File: src/rtl/trace_pipe.sv
// trace_pipe: shadows the CPU pipeline from decode to writeback and emits one trace record
// per retired instruction. Optional PC tracing is enabled by defining TRACE_PC_EN.
module trace_pipe #(
    parameter int DEPTH        = 3,
    parameter int FLUSH_STAGES = 1
) (
    input  logic        clk,
    input  logic        rst,
    input  logic        id_valid,
    input  logic [31:0] id_instruction,
    input  logic [4:0]  id_rd,
    input  logic [4:0]  id_rs1,
    input  logic [4:0]  id_rs2,
    input  logic [11:0] id_imm,
    input  logic        stall,
    input  logic        flush,
    input  logic        wb_reg_write,
    input  logic [31:0] wb_rd_value,
    output logic        trace_valid,
    output logic [31:0] trace_instruction,
    output logic [4:0]  trace_rd,
    output logic [4:0]  trace_rs1,
    output logic [4:0]  trace_rs2,
    output logic [11:0] trace_imm,
    output logic [31:0] trace_rd_value,
`ifdef TRACE_PC_EN
    input  logic [31:0] id_pc,
    output logic [31:0] trace_pc,
`endif
    output logic [31:0] retire_count
);

    typedef struct packed {
        logic        valid;
        logic [31:0] instr;
        logic [4:0]  rd;
        logic [4:0]  rs1;
        logic [4:0]  rs2;
        logic [11:0] imm;
`ifdef TRACE_PC_EN
        logic [31:0] pc;
`endif
    } entry_t;

    entry_t      pipe_q [DEPTH];
    entry_t      pipe_d [DEPTH];
    entry_t      id_entry;
    entry_t      wb;
    logic [31:0] count_q;
    logic [31:0] count_d;
    logic        retire;

    always_comb begin
        id_entry       = '0;
        id_entry.valid = id_valid & ~flush;
        id_entry.instr = id_instruction;
        id_entry.rd    = id_rd;
        id_entry.rs1   = id_rs1;
        id_entry.rs2   = id_rs2;
        id_entry.imm   = id_imm;
`ifdef TRACE_PC_EN
        id_entry.pc    = id_pc;
`endif
    end

    // Advance or hold first, then flush kills the youngest stages regardless of stall.
    always_comb begin
        for (int i = 0; i < DEPTH; i++) begin
            pipe_d[i] = pipe_q[i];
        end
        if (!stall) begin
            pipe_d[0] = id_entry;
            for (int i = 1; i < DEPTH; i++) begin
                pipe_d[i] = pipe_q[i-1];
            end
        end
        if (flush) begin
            for (int i = 0; i < FLUSH_STAGES; i++) begin
                pipe_d[i].valid = 1'b0;
            end
        end
    end

    assign wb      = pipe_q[DEPTH-1];
    assign retire  = wb.valid & ~stall & ~rst;
    assign count_d = retire ? count_q + 32'd1 : count_q;

    always_ff @(posedge clk) begin
        if (rst) begin
            for (int i = 0; i < DEPTH; i++) begin
                pipe_q[i] <= '0;
            end
            count_q <= '0;
        end else begin
            for (int i = 0; i < DEPTH; i++) begin
                pipe_q[i] <= pipe_d[i];
            end
            count_q <= count_d;
        end
    end

    assign trace_valid       = retire;
    assign trace_instruction = wb.valid ? wb.instr : 32'd0;
    assign trace_rd          = wb.valid ? wb.rd    : 5'd0;
    assign trace_rs1         = wb.valid ? wb.rs1   : 5'd0;
    assign trace_rs2         = wb.valid ? wb.rs2   : 5'd0;
    assign trace_imm         = wb.valid ? wb.imm   : 12'd0;
    // Writeback value is live from the register-file port; x0 writes are never reported.
    assign trace_rd_value    = (wb.valid && wb_reg_write && (wb.rd != 5'd0)) ? wb_rd_value : 32'd0;
`ifdef TRACE_PC_EN
    assign trace_pc          = wb.valid ? wb.pc : 32'd0;
`endif
    assign retire_count      = count_q;

endmodule

File: config.mk
export PLATFORM = sky130hd
export DESIGN_NAME = trace_pipe
export DESIGN_NICKNAME = d
export VERILOG_FILES = /design/src/rtl/trace_pipe.sv
export SDC_FILE = /design/constraint.sdc
export NUM_CORES = 1
export LEC_CHECK = 0
export ABC_AREA = 1
export CAP_MARGIN = 20
export CORE_MARGIN = 3
export CORE_UTILIZATION = 51
export CTS_BUF_LIST = sky130_fd_sc_hd__clkbuf_4 sky130_fd_sc_hd__clkbuf_8
export CTS_CLUSTER_DIAMETER = 100
export CTS_CLUSTER_SIZE = 10
export DETAILED_ROUTE_END_ITERATION = 8
export PLACE_DENSITY = 0.83
export SYNTH_ARGS = -nofsm -noshare
export SYNTH_HDL_FRONTEND = slang
export SYNTH_SLANG_ARGS = --single-unit
File: constraint.sdc
create_clock -name clk -period 1.8 [get_ports clk]
set_input_delay 0.54 -clock clk [delete_from_list [all_inputs] [get_ports clk]]
set_output_delay 0.54 -clock clk [all_outputs]
set_load 0.01 [all_outputs]
==> flow_metrics.py <==
metrics = {
    "run_status": {
        "status": "complete, but fails checks",
        "violations": "setup timing",
    },
    "global_routing": {
        "grt_pass1_vias": 7705,
        "grt_antenna_before_repair": 2,
        "grt_max_degree": 147,
        "grt_remaining_overflow": 0,
        "grt_pass1_wl_mm": 36.4,
        "grt.total_usage_pct": 23.9,
    },
    "drt": {
        "vias": 8706,
        "wl_per_cell_um": 14.2,
        "drtAntennaViolNets": 0,
        "vias_per_cell": 5.01,
        "drc": 0,
        "first_pass_iters": 5,
        "drtIter0Drc": 429,
        "postRouteWirelength_mm": 24.7,
    },
    "setup_path": {
        "cp_slowest_cell": "dfxtp_4",
        "reg2reg_depth": 12,
        "reg2reg_from": "pipe_q[0][179]",
        "end_kind": "output pin",
        "path_class": "flip-flop to output pin",
        "worstPathRequired_ns": 1.26,
        "critPathMaxFanout": 8,
        "critPathLaunchType": "flip-flop",
        "cp_num_buf_inv": 4,
        "reg2reg_to": "retire_count[23]",
        "crit_chain": "buf_12, nand3_4, buf_16, buf_12, nor2_1, buf_2",
        "cpPeakStageDelay_ns": 0.42,
        "cpMostUsedCell": "buf_12",
        "crit_arrival_ns": 1.77,
        "ff2ff_setup_slack_ns": 0.03,
        "crit_family": "buffers and inverters",
    },
    "timing": {
        "relSlewSlack_pct": 56.6,
        "tightest_slew_ns": 0.651,
        "layout_setup_ws_ns": -0.509,
        "finalSetupViolCount": 92,
        "rsz0062_at_grt": "yes",
        "tns_ns": -30.30,
        "hold_viol_final": 0,
        "timing.fmax_mhz": 433,
        "period_minus_slack_ns": 2.31,
        "hold_ws_ns": 0.469,
        "fin_crit_sh_pct": 128,
        "slew_violations": 0,
        "skew_ns": 0.0166,
    },
    "clock_network": {
        "ctsHtreeMaxLevel": 1,
        "cts.clk_slew.worst_paths_ns": 0.07,
        "cts.sinks": 212,
        "clockBufferDepth": 3,
        "cts_tree": "yes",
        "numCtsBuffers": 25,
        "clk-insertion-delay-late_ns": 0.52,
        "cts-root-buf": "clkbuf_8",
    },
    "cells_and_area": {
        "syn2layout_area_growth_pct": 48.6,
        "fillCellCount": 1098,
        "antenna_cells": 0,
        "drive_gt1_share_pct": 25.2,
        "post-route-util_pct": 79.1,
        "instances_no_fill": 1737,
        "nets": 1620,
    },
    "power_and_ir_drop": {
        "leakage_uw": 0.00642,
        "seq_power_share_pct": 55.2,
        "combPwrFrac_pct": 14.6,
        "switching_share_pct": 25.7,
        "ir_worst_vdd_uv": 691,
        "power_frac_clock_pct": 30.2,
        "p_int_uw": 6900,
        "powerDensity_nw_per_um2": 726,
        "p_switching_uw": 2390,
    },
    "place": {
        "io_buffers": 220,
        "gp_congestion": 0.862,
        "dp_hpwl_mm": 15.2,
        "dp_cells": 1660,
    },
    "floorplanning": {
        "start_util_pct": 53.2,
        "ioPinCount": 221,
        "die_x_um": 136,
        "die_y_um": 136,
        "num_rows": 46,
        "design.core.area_um2": 16200,
        "dieArea_um2": 18500,
    },
    "synthesis": {
        "syn_area_per_cell_um2": 6.88,
        "yosysMostFrequentCell": "nor2_1",
        "synth_top_cell_by_area": "dfxtp_1",
        "synth_top_area_share_pct": 49.3,
        "synth_fa_ha_area_share_pct": 0.145,
        "yosys_most_used_dff": "dfxtp_1",
        "synth-edff-count": 0,
        "yosys-top-cells-area": "dfxtp_1 (49%), nor2_1 (19%), o21ai_0 (8.5%)",
        "synthMuxAreaShare_pct": 0,
        "synth-compound-area-share_pct": 11.8,
        "synth_xor_area_share_pct": 0.305,
        "synth_warnings": 0,
        "synth_nets": 1350,
        "ys_seq_area_share_pct": 49.3,
        "ys_types": 26,
        "synth.top_cells.by_count": "nor2_1 (441), dfxtp_1 (212), o21ai_0 (147)",
        "ys_ff_latch": 212,
        "synthSimpleGateAreaFrac_pct": 29.0,
        "async_flop_share_pct": 0,
        "synth_top_family_by_area": "simple AND/OR/NAND/NOR gates",
        "syn_inst": 1252,
        "synthesis.area_um2": 8610,
    },
    "min_path": {
        "holdPathStages": 2,
        "hold_end": "pipe_q[0][108]",
        "hold_path.class": "flip-flop to flip-flop",
        "min_from": "pipe_q[0][48]",
    },
    "run": {
        "cap_violations": 0,
    },
}
-- power by group through the flow --
| stage | Sequential (uW) | Clock [uW] | Combinational, uW |
|---|---|---|---|
| 6_report | 5130 | 2800 | 1360 |
| 5_1_grt | 5150 | 3020 | 1500 |
| 4_1_cts | 5100 | 2840 | 1190 |
| 3_3_place_gp | 5180 | 0 | 1040 |
| 2_1_floorplan | 5160 | 0 | 584 |
| 3_5_place_dp | 5200 | 0 | 1060 |
-- stage by stage --
stage	area, um2	setup slack (ns)	power (uW)
after floorplan	8610	0.200	5740
after global placement	11300	-0.668	6220
after detailed placement	11300	-0.707	6260
after CTS	11900	-0.507	9130
after global routing	12800	-0.572	9670
final	12800	-0.509	9280
-- layout make-up --
class,count,area [um2],area share (%)
Multi-Input combinational cell,834,4060,31.7
Sequential cell,212,4270,33.4
Clock inverter,1,8.76,0.0685
Inverter,133,509,3.98
Clock buffer,25,344,2.69
Timing Repair Buffer,316,3330,26.0
Tap cell,216,270,2.11
-- worst max-delay path by stage --
stage,startpoint,end,slack [ns],cells after the start
6_report,pipe_q[0][179],trace_rd_value[28],-0.51,6
5_1_grt,pipe_q[0][179],trace_rd_value[28],-0.57,6
4_1_cts,pipe_q[0][144],trace_rd_value[2],-0.51,6
3_5_place_dp,wb_reg_write,trace_rd_value[9],-0.71,5
3_3_place_gp,wb_reg_write,trace_rd_value[0],-0.67,5
2_1_floorplan,wb_reg_write,trace_rd_value[10],0.20,3
-- registers in the layout, summed over array words and instances (netlist names) --
register / flops
pipe_q: 180
retire_count: 32
-- worst register-to-register path, cell delays in order (launching register included) --
cell and delay (ns):
dfxtp_4 0.42, buf_6 0.12, buf_6 0.09, buf_6 0.11, buf_6 0.12, buf_6 0.10, inv_4 0.04, nor2_8 0.12
nand2_8 0.10, nor2_4 0.17, nand3_2 0.13, nor2_2 0.13, nor2_1 0.05
-- layout by cell type, fill, tap and decap left out, drive strengths merged --
cell	n
a21oi	16
a31oi	1
and3	1
buf	186
clkbuf	28
clkdlybuf4s15	1
clkdlybuf4s50	95
dfxtp	212
dlygate4sd2	31
ha	1
inv	134
nand2	133
nand3	24
nand4	9
nor2	450
nor3	9
nor3b	1
o21ai	186
xnor2	3
-- kinds of logic after synthesis --
logic type / Yosys count
adder cells (fa/ha/maj): 1
flip-flops: 212
AO/OA/AOI/OAI: 203
XOR/XNOR: 3
buffers and inverters: 206
AND/OR/NAND/NOR: 627
-- metal layers --
layer  GRT usage (%)  wire (um)  vias to the layer above
met4            7.00        682                        4
met2            43.5      12600                      326
li1                -          -                     4383
met5               0         34                        -
met3            5.92       1890                       62
met1            27.8       9500                     3931
-- timing repair --
action / CTS / global route
setup buffers: 25 / 27
pin swaps: 3 / 17
hold buffers: 0 / 0
endpoints found under the setup margin: 124 / 111
gates cloned: 5 / 1
resized for setup: 485 / 254
Note: power is estimated with default switching activity, not from simulation.
